--- config.mk ---
export PLATFORM = sky130hd
export DESIGN_NAME = mv_seq_ctrl
export DESIGN_NICKNAME = d
export VERILOG_FILES = /design/src/rtl/mv_seq_ctrl.sv
export SDC_FILE = /design/constraint.sdc
export NUM_CORES = 1
export LEC_CHECK = 0
export CELL_PAD_IN_SITES_DETAIL_PLACEMENT = 1
export CELL_PAD_IN_SITES_GLOBAL_PLACEMENT = 1
export CORE_ASPECT_RATIO = 0.8
export CORE_UTILIZATION = 43
export DETAILED_ROUTE_END_ITERATION = 8
export GPL_TIMING_DRIVEN = 0
export PLACE_DENSITY = 0.77
export SYNTH_ARGS = -nofsm -noshare
export SYNTH_HDL_FRONTEND = slang
export SYNTH_SLANG_ARGS = --single-unit
--- constraint.sdc ---
create_clock -name clk -period 3.93 [get_ports clk]
set_input_delay 0.393 -clock clk [delete_from_list [all_inputs] [get_ports clk]]
set_output_delay 0.393 -clock clk [all_outputs]
set_load 0.05 [all_outputs]
--- src/rtl/mv_seq_ctrl.sv ---
// mv_seq_ctrl -- matrix-vector compute sequencer.
//
// After Start (with a legal N) this block sweeps the A memory row-major and
// the X memory by column, one element per cycle, and drives the MAC controls
// aligned to the memory read data. The Y memory is written once per row, and
// Done pulses after the last row write.
//
// Optional feature macro: MVC_ABORT_EN (adds Abort_in, which cancels a job).
//
// Parameters:
//   RD_LAT  A/X memory read latency in cycles (1..4)
//   N_MAX   largest legal dimension
// Ports:
//   clk, RST_n                  clock, async active-low reset
//   Start_in, N_in              job request and dimension (sampled in IDLE)
//   Abort_in                    job cancel (MVC_ABORT_EN builds only)
//   A_Ena_out, A_Addra_out      A read port (address = row*N + col)
//   X_Ena_out, X_Addra_out      X read port (address = col)
//   Mac_en/clr/last_out         MAC operand valid, load-not-accumulate, row end
//   Y_Wena_out, Y_Addra_out     Y write port (address = row)
//   Busy_out, Done_out, Err_out job status
module mv_seq_ctrl #(
   parameter int RD_LAT = 1,
   parameter int N_MAX  = 128
) (
   input  logic        clk,
   input  logic        RST_n,
   input  logic        Start_in,
   input  logic [7:0]  N_in,
`ifdef MVC_ABORT_EN
   input  logic        Abort_in,
`endif
   output logic        A_Ena_out,
   output logic [13:0] A_Addra_out,
   output logic        X_Ena_out,
   output logic [6:0]  X_Addra_out,
   output logic        Mac_en_out,
   output logic        Mac_clr_out,
   output logic        Mac_last_out,
   output logic        Y_Wena_out,
   output logic [6:0]  Y_Addra_out,
   output logic        Busy_out,
   output logic        Done_out,
   output logic        Err_out
);

   typedef enum logic [1:0] {IDLE, RUN, DRAIN, DONE} state_t;

   localparam logic [7:0] NMAX8 = 8'(N_MAX);

   state_t                   state_q, state_d;
   logic [7:0]               n_q, n_d;
   logic [6:0]               row_q, row_d;
   logic [6:0]               col_q, col_d;
   logic                     a_ena_q, a_ena_d;
   logic [13:0]              a_addr_q, a_addr_d;
   logic [6:0]               x_addr_q, x_addr_d;
   // Side-band pipeline: slot 0 is loaded from the issue cycle, slot
   // RD_LAT-1 lines up with the read data on the memory output bus.
   logic [RD_LAT-1:0]        vld_pipe_q, vld_pipe_d;
   logic [RD_LAT-1:0]        clr_pipe_q, clr_pipe_d;
   logic [RD_LAT-1:0]        last_pipe_q, last_pipe_d;
   logic [RD_LAT-1:0][6:0]   row_pipe_q, row_pipe_d;
   logic                     y_wena_q, y_wena_d;
   logic [6:0]               y_addr_q, y_addr_d;
   logic                     busy_q, busy_d;
   logic                     done_q, done_d;
   logic                     err_q, err_d;

   logic [7:0] n_m1;
   logic       issue, col_wrap, row_last, last_issue, start_ok, abort;

   assign n_m1       = n_q - 8'd1;
   // An issue happens in every cycle the read enable is up.
   assign issue      = a_ena_q;
   assign col_wrap   = ({1'b0, col_q} == n_m1);
   assign row_last   = ({1'b0, row_q} == n_m1);
   assign last_issue = issue & col_wrap & row_last;
   assign start_ok   = (N_in != 8'd0) && (N_in <= NMAX8);

`ifdef MVC_ABORT_EN
   assign abort = Abort_in && ((state_q == RUN) || (state_q == DRAIN));
`else
   assign abort = 1'b0;
`endif

   always_comb begin
      state_d  = state_q;
      n_d      = n_q;
      row_d    = row_q;
      col_d    = col_q;
      a_ena_d  = 1'b0;
      a_addr_d = '0;
      x_addr_d = '0;
      busy_d   = busy_q;
      done_d   = 1'b0;
      err_d    = 1'b0;

      vld_pipe_d[0]  = issue;
      clr_pipe_d[0]  = issue & (col_q == 7'd0);
      last_pipe_d[0] = issue & col_wrap;
      row_pipe_d[0]  = row_q;
      for (int i = 1; i < RD_LAT; i++) begin
         vld_pipe_d[i]  = vld_pipe_q[i-1];
         clr_pipe_d[i]  = clr_pipe_q[i-1];
         last_pipe_d[i] = last_pipe_q[i-1];
         row_pipe_d[i]  = row_pipe_q[i-1];
      end

      // A row's result is complete the cycle after its last MAC operand.
      y_wena_d = vld_pipe_q[RD_LAT-1] & last_pipe_q[RD_LAT-1];
      y_addr_d = y_wena_d ? row_pipe_q[RD_LAT-1] : 7'd0;

      case (state_q)
         IDLE: begin
            busy_d = 1'b0;
            if (Start_in) begin
               if (start_ok) begin
                  state_d = RUN;
                  n_d     = N_in;
                  row_d   = '0;
                  col_d   = '0;
                  a_ena_d = 1'b1;
                  busy_d  = 1'b1;
               end else begin
                  err_d = 1'b1;
               end
            end
         end
         RUN: begin
            if (last_issue) begin
               state_d = DRAIN;
               row_d   = '0;
               col_d   = '0;
            end else begin
               a_ena_d  = 1'b1;
               a_addr_d = a_addr_q + 14'd1;
               if (col_wrap) begin
                  col_d = '0;
                  row_d = row_q + 7'd1;
               end else begin
                  col_d = col_q + 7'd1;
               end
               x_addr_d = col_d;
            end
         end
         DRAIN: begin
            // Rows are written in order, so the row N-1 write is the final one.
            if (y_wena_q && ({1'b0, y_addr_q} == n_m1)) begin
               state_d = DONE;
               done_d  = 1'b1;
            end
         end
         DONE: begin
            state_d = IDLE;
            busy_d  = 1'b0;
         end
         default: state_d = IDLE;
      endcase

      // Abort discards everything in flight and reports through Err.
      if (abort) begin
         state_d     = IDLE;
         row_d       = '0;
         col_d       = '0;
         a_ena_d     = 1'b0;
         a_addr_d    = '0;
         x_addr_d    = '0;
         vld_pipe_d  = '0;
         clr_pipe_d  = '0;
         last_pipe_d = '0;
         y_wena_d    = 1'b0;
         y_addr_d    = '0;
         busy_d      = 1'b0;
         done_d      = 1'b0;
         err_d       = 1'b1;
      end
   end

   always_ff @(posedge clk or negedge RST_n) begin
      if (!RST_n) begin
         state_q     <= IDLE;
         n_q         <= '0;
         row_q       <= '0;
         col_q       <= '0;
         a_ena_q     <= 1'b0;
         a_addr_q    <= '0;
         x_addr_q    <= '0;
         vld_pipe_q  <= '0;
         clr_pipe_q  <= '0;
         last_pipe_q <= '0;
         row_pipe_q  <= '0;
         y_wena_q    <= 1'b0;
         y_addr_q    <= '0;
         busy_q      <= 1'b0;
         done_q      <= 1'b0;
         err_q       <= 1'b0;
      end else begin
         state_q     <= state_d;
         n_q         <= n_d;
         row_q       <= row_d;
         col_q       <= col_d;
         a_ena_q     <= a_ena_d;
         a_addr_q    <= a_addr_d;
         x_addr_q    <= x_addr_d;
         vld_pipe_q  <= vld_pipe_d;
         clr_pipe_q  <= clr_pipe_d;
         last_pipe_q <= last_pipe_d;
         row_pipe_q  <= row_pipe_d;
         y_wena_q    <= y_wena_d;
         y_addr_q    <= y_addr_d;
         busy_q      <= busy_d;
         done_q      <= done_d;
         err_q       <= err_d;
      end
   end

   assign A_Ena_out    = a_ena_q;
   assign A_Addra_out  = a_addr_q;
   assign X_Ena_out    = a_ena_q;
   assign X_Addra_out  = x_addr_q;
   assign Mac_en_out   = vld_pipe_q[RD_LAT-1];
   assign Mac_clr_out  = clr_pipe_q[RD_LAT-1];
   assign Mac_last_out = last_pipe_q[RD_LAT-1];
   assign Y_Wena_out   = y_wena_q;
   assign Y_Addra_out  = y_addr_q;
   assign Busy_out     = busy_q;
   assign Done_out     = done_q;
   assign Err_out      = err_q;

endmodule

==> Implementation_results.wiki, run 1 <==
{| class="wikitable"
! Metric !! Value
|-
| Outcome || completed
|-
| Post-DR wirelength/cell || 18.7 um
|-
| Maximum clock frequency || 316 MHz
|-
| Mapped cell area || 3650 um^2
|-
| Multiplexer fraction of the synthesized cell area || 1.51%
|-
| Number of primary I/O pins || 48
|-
| Class of the tightest hold or removal check || input pin to asynchronous set/reset pin
|-
| Core Footprint || 8090 um^2
|-
| Xor/xnor cell area share of the yosys netlist || 9.35%
|-
| CTS Root Cell || clkbuf_8
|-
| Total number of vias || 3082
|-
| Total power || 2.96 mW
|-
| Crit-path max cell delay || 960 ps
|-
| Post-synthesis compound-gate area fraction || 13.6%
|-
| Ranking of synthesized cells by area || dfrtp_1, xor2_1, nand2_1
|-
| Most used flip-flop cell after synthesis || dfrtp_1
|-
| Core occupancy in the finished layout || 55.2%
|-
| Reg power frac || 32.4%
|-
| CTS H-tree depth || 3
|-
| Startpoint types || flip-flop
|-
| Setup TNS Final || 0 ps
|-
| Share of synthesized cell area in and, or, nand and nor gates || 21.5%
|-
| Die ar. || 8870 um^2
|-
| Register bit total from synthesis || 67
|-
| CTS Hold Buffers Added || 0
|-
| Number of antenna violations at the first check in global routing || 0
|-
| TritonCTS Buffers || 9
|-
| Number of antenna repair diodes || 0
|-
| Most numerous cell types in the synthesized netlist || dfrtp_1, nand2_1, nor2_1
|-
| Start-to-end type of the worst setup path || flip-flop to flip-flop
|-
| Syn_area_per_cell || 9.92 um^2
|-
| Placed wire-length estimate after detailed placement || 7.22 mm
|-
| Cell type with the largest total area after synthesis || dfrtp_1
|-
| Leakage power total || 1.92 nW
|-
| Proportion of synthesized chip area in sequential cells || 45.9%
|-
| Layout net count || 446
|-
| Crit path capture type || flip-flop
|-
| Detailed-route vias per instance || 5.72
|-
| Internal power || 1.70 mW
|-
| Cell variety after synth || 59
|-
| Share of total power consumed by net switching || 42.7%
|-
| Standard-cell rows || 29
|-
| Share of power burned in combinational logic || 46.5%
|-
| Max FO, Critical Path || 10
|-
| Combinational family with the most area after synthesis || simple AND/OR/NAND/NOR gates
|-
| Signal arrival time at the worst endpoint || 3390 ps
|-
| Hold Violations, Final || 0
|-
| Final ANT Viol Nets || 0
|-
| RD Place Congestion || 0.837
|-
| Final period demand of the worst path || 3170 ps
|-
| Drt drc || 0
|-
| Clock skew || 8.35 ps
|-
| Overflow left after global routing || 0
|-
| Die extent in x || 105 um
|-
| YS warnings || 0
|-
| RSZ-0062 raised after global routing || false
|-
| Pin count of the biggest net entering global routing || 68
|-
| Crit path required time || 4150 ps
|-
| Combined area of the multi-input logic cells || 1800 um^2
|-
| Wire length of the first global-routing pass || 16.5 mm
|-
| Cell Chain, Critical Path || buf_6 -> nor4_1 -> nand2_1 -> nor4_1 -> o211ai_2 -> buf_2 -> o211ai_1 -> o211ai_1
|-
| Number of synthesized flops with an enable pin || 0
|-
| Sink count of the clock tree || 67
|-
| Final wirelength || 10.1 mm
|-
| Post-cts repair resize count || 0
|-
| Die height || 84.4 um
|-
| Worst skew pair latency || 350 ps
|-
| Fraction of final layout cells sized beyond drive strength 1 || 9.05%
|-
| Post-CTS setup repair buffer count || 0
|-
| GRT Resource Usage Total || 24.5%
|-
| Clock transition at the registers of the reported paths || 80 ps
|-
| Most used standard cell by instance count after synthesis || dfrtp_1
|-
| Adder-cell area share of the yosys netlist || 3.36%
|-
| Gate Count Post-Synth || 368
|-
| First-pass detailed-route iteration total || 4
|-
| Slew headroom || 22.1%
|-
| Vias in the first global route || 3192
|-
| Filler cell count in the final layout || 918
|-
| Final setup fails || 0
|-
| Synth top area share || 45.9%
|-
| Area of all sequential standard cells || 1680 um^2
|-
| Number of maximum-capacitance violations || 0
|-
| Share of flip-flops with an asynchronous set or reset after synthesis || 100%
|-
| Cell with the biggest individual delay on the critical path || nor4_1
|-
| Total power divided by cell area || 663 nW/um^2
|-
| Clock network fraction of design power || 21.1%
|-
| Placed instance area || 4260 um^2
|-
| Total nets after synthesis || 388
|-
| Starting density of the core || 45.1%
|-
| CTS tree || done
|-
| Least-Margin Pin Slew || 1160 ps
|-
| Finished layout cell area || 4460 um^2
|-
| Number of port buffers || 47
|-
| CTS max path bufs || 2
|-
| Number of violations reported at the end of detailed-routing iteration 0 || 187
|-
| Area growth, synth to finish || 22.2%
|-
| Final Max Tran Viols || 0
|-
| Share of the clock period used by the worst path after layout || 80.6%
|-
| Largest vdd supply drop || 0.000296 V
|-
| Psw || 1.26 mW
|}
[final timing paths]
| path | cells after the start | end | startpoint | slack, ps |
|---|---|---|---|---|
| max in group asynchronous | 1 | n_q[5]$_DFFE_PN0P_ | RST_n | 3200 |
| min in group clk | 0 | row_pipe_q[4]$_DFF_PN0_ | row_pipe_d[4]$_DFFE_PN0P_ | 410 |
| setup reg to reg | 8 | state_q[1]$_DFFE_PN0P_ | n_q[0]$_DFFE_PN0P_ | 760 |
| setup / recovery | 8 | state_q[1]$_DFFE_PN0P_ | n_q[0]$_DFFE_PN0P_ | 760 |
| hold reg to reg | 0 | row_pipe_q[4]$_DFF_PN0_ | row_pipe_d[4]$_DFFE_PN0P_ | 410 |
| hold / removal | 1 | Y_Addra_out[2]$_DFF_PN0_ | RST_n | 130 |
[power groups by stage]
stage / Sequential, mW / Combinational, mW / Clock (mW)
2_1_floorplan: 1.04 / 0.867 / 0
3_5_place_dp: 0.969 / 1.35 / 0
3_3_place_gp: 0.963 / 1.31 / 0
4_1_cts: 0.957 / 1.37 / 0.642
5_1_grt: 0.975 / 1.49 / 0.665
6_report: 0.958 / 1.38 / 0.625
[cells by family (layout without fill, tap and decap cells)]
group,after synthesis,count (layout)
simple gates,147,147
fa+ha+maj,10,10
buf+inv,38,101
mux,5,5
flops,67,67
compound gates,70,70
xor+xnor,31,31
[stage by stage]
step | hold slack, ps | worst slack (ps) | cells
final | 133 | 761 | 539
after global routing | 210 | 511 | 539
after CTS | 180 | 774 | 539
after detailed placement | 394 | 667 | 523
after global placement | 397 | 142 | 523
after floorplan | 97.4 | 1210 | 368
[per-layer routing]
layer,up-vias,part of all wire (%),track usage (%)
met5,-,0,0
met4,0,0.90,8.45
met3,7,3.4,4.66
met1,1591,50,33.7
met2,60,46,39.0
li1,1424,-,-
[worst max-delay path: cells and delay by family (launching register included)]
kind	cells	cell delay [ps]
AND/OR/NAND/NOR	3	1540
AO/OA/AOI/OAI	3	670
buffers and inverters	2	450
flip-flops	1	380
[layout by cell type (no fill, tap or decap), types with 6 or more instances in the layout]
cell,count
a211oi_1,6
a21oi_1,10
a31oi_1,8
and3_1,10
clkbuf_1,11
clkbuf_8,9
clkdlybuf4s50_1,46
dfrtp_1,67
ha_1,9
inv_1,21
nand2_1,37
nand2b_1,7
nand3_1,13
nand4_1,12
nor2_1,26
nor3_1,7
nor4_1,6
o211ai_1,6
o21ai_0,9
o22ai_1,6
xnor2_1,7
xor2_1,19
[flip-flops by register name, indices dropped and copies added (netlist names)]
register,count
X_Addra_out,7
Y_Wena_out,1
row_pipe_d,7
Busy_out,1
Done_out,1
row_pipe_q,7
n_q,8
Mac_en_out,1
A_Ena_out,1
Y_Addra_out,7
Err_out,1
Mac_clr_out,1
col_q,7
state_q,2
Mac_last_out,1
A_Addra_out,14
[area by class of cell]
type,count,share of cell area [%]
Buffer,17,2.10
Clock buffer,11,2.94
Clock inverter,5,1.74
Inverter,21,1.77
Multi-Input combinational cell,263,40.4
Sequential cell,67,37.6
Tap cell,108,3.03
Timing Repair Buffer,47,10.5
Note: power is estimated with default switching activity, not from simulation.
==> run 2, diff against run 1 <==
==> constraint.sdc (replaced) <==
create_clock -name clk -period 3.1 [get_ports clk]
set_input_delay 0.31 -clock clk [delete_from_list [all_inputs] [get_ports clk]]
set_output_delay 0.31 -clock clk [all_outputs]
set_load 0.05 [all_outputs]
==> Implementation_results.wiki, run 2 (synthesized netlist as in run 1, its figures left out) <==
{| class="wikitable"
! Metric !! Value
|-
| Outcome || completed
|-
| Layout net count || 446
|-
| CTS H-tree depth || 3
|-
| Leakage power total || 1.92 nW
|-
| Crit path required time || 3340 ps
|-
| Die ar. || 8870 um^2
|-
| Final setup fails || 0
|-
| Final Max Tran Viols || 0
|-
| Number of maximum-capacitance violations || 0
|-
| # placed instances || 523
|-
| First-pass detailed-route iteration total || 4
|-
| Final ANT Viol Nets || 0
|-
| Max FO, Critical Path || 10
|-
| Cell with the biggest individual delay on the critical path || or4_4
|-
| Number of violations reported at the end of detailed-routing iteration 0 || 166
|-
| Setup TNS Final || 0 ps
|-
| Max layer used || met4
|-
| Placed wire-length estimate after detailed placement || 7.22 mm
|-
| Drt drc || 0
|-
| RSZ-0062 raised after global routing || false
|-
| Wire length of the first global-routing pass || 16.6 mm
|-
| Clock transition at the registers of the reported paths || 70 ps
|-
| Overflow left after global routing || 0
|-
| Largest vdd supply drop || 0.000383 V
|-
| Die extent in x || 105 um
|-
| RD Place Congestion || 0.837
|-
| Worst skew pair latency || 350 ps
|-
| Final wirelength || 10.1 mm
|-
| Clock skew || 9.30 ps
|-
| CTS max path bufs || 2
|-
| Max reg flops || 14
|-
| Die height || 84.4 um
|-
| Vias in the first global route || 3195
|-
| Detailed route wirelength on metal3 || 438 um
|-
| CTS Root Cell || clkbuf_8
|-
| TritonCTS Buffers || 9
|-
| Highest-count cells in the layout ignoring fill and taps || dfrtp_1, clkdlybuf4s50_1, nand2_1
|-
| Sum of buffers and inverters on the critical path || 4
|-
| Total power divided by cell area || 848 nW/um^2
|-
| Class of the tightest hold or removal check || input pin to asynchronous set/reset pin
|-
| Post-CTS setup repair buffer count || 0
|-
| GRT Resource Usage Total || 24.6%
|-
| Dominant cell type by count on the critical path || buf_6
|-
| Total power || 3.82 mW
|-
| Core occupancy in the finished layout || 55.7%
|-
| Pin count of the biggest net entering global routing || 68
|-
| Total number of vias || 3076
|-
| Share of the clock period used by the worst path after layout || 94.0%
|-
| Final WS setup || 186 ps
|-
| Standard-cell rows || 29
|-
| CP top delay family || simple AND/OR/NAND/NOR gates
|-
| Crit-path max cell delay || 560 ps
|-
| Number of antenna violations at the first check in global routing || 0
|-
| Starting density of the core || 45.1%
|-
| Number of antenna repair diodes || 0
|-
| Number of standard cells in the final layout excluding fillers || 539
|-
| Least-Margin Pin Slew || 865 ps
|-
| Cell Chain, Critical Path || buf_6 -> inv_1 -> ha_1 -> buf_4 -> or3b_2 -> nor2_4 -> o21ai_0 -> or4_4 -> o21ai_4 -> buf_6 -> nor2_1
|-
| Signal arrival time at the worst endpoint || 3150 ps
|-
| Routed length on met1 || 4.81 mm
|-
| CTS Hold Buffers Added || 0
|-
| Number of port buffers || 47
|-
| Post-DR wirelength/cell || 18.7 um
|-
| Final period demand of the worst path || 2910 ps
|-
| CTS tree || done
|-
| Fraction of final layout cells sized beyond drive strength 1 || 9.98%
|-
| Start-to-end type of the worst setup path || flip-flop to flip-flop
|-
| Startpoint types || flip-flop
|-
| Pre-CTS WS || -80.4 ps
|-
| Area growth, synth to finish || 23.5%
|-
| Sink count of the clock tree || 67
|-
| Detailed-route vias per instance || 5.71
|-
| Maximum clock frequency || 343 MHz
|-
| Hold Violations, Final || 0
|-
| Core Footprint || 8090 um^2
|-
| Commonest non-fill, non-tap cell in the layout || dfrtp_1
|-
| Slew headroom || 42.3%
|-
| Number of primary I/O pins || 48
|-
| Crit path capture type || flip-flop
|-
| Total met2 wirelength after detailed routing || 4.72 mm
|}
## run 2: cell counts in the layout (fill, tap and decap cells not counted)
Identical to the previous run, type by type.
## run 2: timing repair
action	in CTS	in global routing
endpoints found under the setup margin	14	38
gates resized for setup	2	6
hold endpoints to repair	0	0
gates cloned	0	0
pin swaps	0	0
## run 2: worst register-to-register path, cell delays in order (launching register included)
cell	delay, ps
dfrtp_1	380
buf_6	150
inv_1	70
ha_1	140
buf_4	160
or3b_2	540
nor2_4	210
o21ai_0	110
or4_4	560
o21ai_4	240
buf_6	180
nor2_1	60
## run 2: worst paths after layout
path	from	end	slack (ps)	cells past startpoint
max	n_q[0]$_DFFE_PN0P_	A_Addra_out[10]$_DFF_PN0_	190	11
min	RST_n	Y_Addra_out[2]$_DFF_PN0_	50	1
max reg2reg	n_q[0]$_DFFE_PN0P_	A_Addra_out[10]$_DFF_PN0_	190	11
min reg2reg	row_pipe_d[4]$_DFFE_PN0P_	row_pipe_q[4]$_DFF_PN0_	410	0
max in group asynchronous	RST_n	n_q[5]$_DFFE_PN0P_	2460	1
min in group clk	row_pipe_d[4]$_DFFE_PN0P_	row_pipe_q[4]$_DFF_PN0_	410	0
## run 2: where the power goes
| group | internal (mW) | leakage [nW] | switching [mW] | total (mW) |
|---|---|---|---|---|
| Combinational | 0.691 | 0.910 | 1.12 | 1.81 |
| Clock | 0.451 | 0.103 | 0.344 | 0.795 |
| Sequential | 1.03 | 0.906 | 0.190 | 1.22 |
| Total | 2.17 | 1.92 | 1.66 | 3.82 |
## run 2: cell type report
cell class / instances / area [um^2]
timing repair buffer: 47 / 468
multi-input combinational: 263 / 1850
buffer: 17 / 97.6
sequential: 67 / 1680
clock inverter: 5 / 77.6
inverter: 21 / 78.8
tap: 108 / 135
fill: 909 / 3580
clock buffer: 11 / 131
## run 2: per-stage QoR
step	cell area [um^2]	hold WS, ps
finish	4510	48.1
global route	4510	127
CTS	4470	96.8
detailed placement	4260	394
global placement	4260	397
floorplan	3650	14.4
## run 2: routing by layer
layer / vias up / GRT usage, %
met5: - / 0
met4: 0 / 8.58
met3: 11 / 4.74
met2: 80 / 39.3
met1: 1556 / 33.7
li1: 1429 / -
==> run 3, diff against run 2 <==
--- a/config.mk
+++ b/config.mk
@@ -11,7 +11,7 @@
 export CORE_UTILIZATION = 43
 export DETAILED_ROUTE_END_ITERATION = 8
 export GPL_TIMING_DRIVEN = 0
-export PLACE_DENSITY = 0.77
+export PLACE_DENSITY_LB_ADDON = 0.1
 export SYNTH_ARGS = -nofsm -noshare
 export SYNTH_HDL_FRONTEND = slang
 export SYNTH_SLANG_ARGS = --single-unit
==> Implementation_results.wiki, run 3 (synthesized netlist as in run 1, its figures left out) <==
{| class="wikitable"
! Metric !! Value
|-
| Placed instance area || 4260 um^2
|-
| Class of the tightest hold or removal check || input pin to asynchronous set/reset pin
|-
| Final WS setup || 126 ps
|-
| CTS Root Cell || clkbuf_8
|-
| CTS Hold Buffers Added || 0
|-
| Sum of buffers and inverters on the critical path || 4
|-
| Least-Margin Pin Slew || 937 ps
|-
| Drt drc || 0
|-
| Cell Chain, Critical Path || buf_6 -> inv_1 -> ha_1 -> buf_4 -> or3b_2 -> nor2_4 -> o21ai_0 -> or4_4 -> buf_6 -> a211oi_1 -> o21ai_1
|-
| Signal arrival time at the worst endpoint || 3210 ps
|-
| Die ar. || 8870 um^2
|-
| Reg2reg end || row_pipe_d[4]$_DFFE_PN0P_
|-
| Total met2 wirelength after detailed routing || 4.74 mm
|-
| CTS tree || done
|-
| Clock transition at the registers of the reported paths || 80 ps
|-
| Number of port buffers || 47
|-
| Area growth, synth to finish || 22.9%
|-
| CP top delay family || simple AND/OR/NAND/NOR gates
|-
| Max layer used || met4
|-
| Die extent in x || 105 um
|-
| Highest-count cells in the layout ignoring fill and taps || dfrtp_1, clkdlybuf4s50_1, nand2_1
|-
| Pre-CTS WS || -67.9 ps
|-
| First-pass detailed-route iteration total || 4
|-
| Worst skew pair latency || 350 ps
|-
| Cell depth of the worst flop-to-flop path || 11
|-
| Timing endpoint of the critical path || row_pipe_d[4]$_DFFE_PN0P_
|-
| Crit path required time || 3330 ps
|-
| Max reg flops || 14
|-
| Final ANT Viol Nets || 0
|-
| Slew headroom || 37.1%
|-
| Crit-path max cell delay || 570 ps
|-
| Maximum clock frequency || 336 MHz
|-
| Fraction of final layout cells sized beyond drive strength 1 || 10.4%
|-
| Commonest non-fill, non-tap cell in the layout || dfrtp_1
|-
| Share of the clock period used by the worst path after layout || 95.9%
|-
| Start-to-end type of the worst setup path || flip-flop to flip-flop
|-
| Final period demand of the worst path || 2970 ps
|-
| Standard-cell rows || 29
|-
| Max FO, Critical Path || 10
|-
| Post-CTS setup repair buffer count || 0
|-
| Detailed-route vias per instance || 5.71
|-
| CTS max path bufs || 2
|-
| Largest vdd supply drop || 0.000376 V
|-
| TritonCTS Buffers || 9
|-
| Number of violations reported at the end of detailed-routing iteration 0 || 222
|-
| Total power || 3.75 mW
|-
| Overflow left after global routing || 0
|-
| Number of primary I/O pins || 48
|-
| Final wirelength || 10.0 mm
|-
| GRT Resource Usage Total || 24.5%
|-
| Starting density of the core || 45.1%
|-
| Layout net count || 446
|-
| Cell with the biggest individual delay on the critical path || or4_4
|-
| Number of antenna repair diodes || 0
|-
| Total number of vias || 3079
|-
| Sink count of the clock tree || 67
|-
| Core Footprint || 8090 um^2
|-
| Setup TNS Final || 0 ps
|-
| Crit path capture type || flip-flop
|-
| Critical path depth in cells || 11
|-
| Reg2reg setup slack || 130 ps
|-
| Post-DR wirelength/cell || 18.6 um
|-
| Crit path launch || n_q[0]$_DFFE_PN0P_
|-
| Leakage power total || 1.91 nW
|-
| Total power divided by cell area || 835 nW/um^2
|-
| RD Place Congestion || 0.849
|-
| Dominant cell type by count on the critical path || buf_6
|-
| Number of antenna violations at the first check in global routing || 0
|-
| Number of maximum-capacitance violations || 0
|-
| Clock skew || 11.0 ps
|-
| Startpoint types || flip-flop
|-
| Final Max Tran Viols || 0
|-
| Detailed route wirelength on metal3 || 419 um
|-
| Final setup fails || 0
|-
| Pin count of the biggest net entering global routing || 68
|-
| Vias in the first global route || 3292
|-
| Reg2reg start || n_q[0]$_DFFE_PN0P_
|-
| Placed wire-length estimate after detailed placement || 7.34 mm
|-
| Worst Hold Margin || 59.2 ps
|-
| Die height || 84.4 um
|-
| Finished layout cell area || 4490 um^2
|-
| Hold Violations, Final || 0
|-
| CTS H-tree depth || 3
|-
| Routed length on met1 || 4.75 mm
|-
| Outcome || completed
|-
| Wire length of the first global-routing pass || 16.8 mm
|}
[run 3: report_power, final]
part | total [mW] | internal, mW | leakage [nW] | switching [mW]
Clock | 0.743 | 0.393 | 0.0987 | 0.350
Combinational | 1.79 | 0.684 | 0.905 | 1.11
Sequential | 1.21 | 1.03 | 0.906 | 0.188
Total | 3.75 | 2.10 | 1.91 | 1.64
[run 3: layout make-up]
class / instances / area (um^2)
clock inverters: 6 / 63.8
fillers: 927 / 3600
well taps: 108 / 135
plain buffers: 17 / 93.8
repair buffers: 47 / 468
flip-flops and latches: 67 / 1680
multi-input cells: 263 / 1830
inverters: 21 / 78.8
clock buffers: 10 / 138
[run 3: timing repair]
item	4_1_cts	5_1_grt
gates resized for setup	2	4
pin swaps	0	0
setup endpoints to repair	23	23
[run 3: worst min path at each step]
stage / from / slack [ps] / to / cells after the start
2_1_floorplan: RST_n / 10 / A_Addra_out[0]$_DFF_PN0_ / 0
6_report: RST_n / 60 / Y_Wena_out$_DFF_PN0_ / 1
4_1_cts: RST_n / 100 / state_q[0]$_DFFE_PN0P_ / 1
3_3_place_gp: row_pipe_d[4]$_DFFE_PN0P_ / 390 / row_pipe_q[4]$_DFF_PN0_ / 0
5_1_grt: RST_n / 140 / A_Ena_out$_DFF_PN0_ / 1
3_5_place_dp: row_pipe_d[4]$_DFFE_PN0P_ / 390 / row_pipe_q[4]$_DFF_PN0_ / 0
[run 3: stage by stage]
step / cells / utilization, %
after floorplan: 368 / -
after global placement: 523 / 52.6
after detailed placement: 523 / 52.6
after CTS: 539 / 55.2
after global routing: 539 / 55.5
final: 539 / 55.5
[run 3: layer usage]
layer,up-vias,track usage (%)
met4,0,6.40
met1,1553,33.2
met2,81,40.4
li1,1431,-
met3,14,5.05
met5,-,0
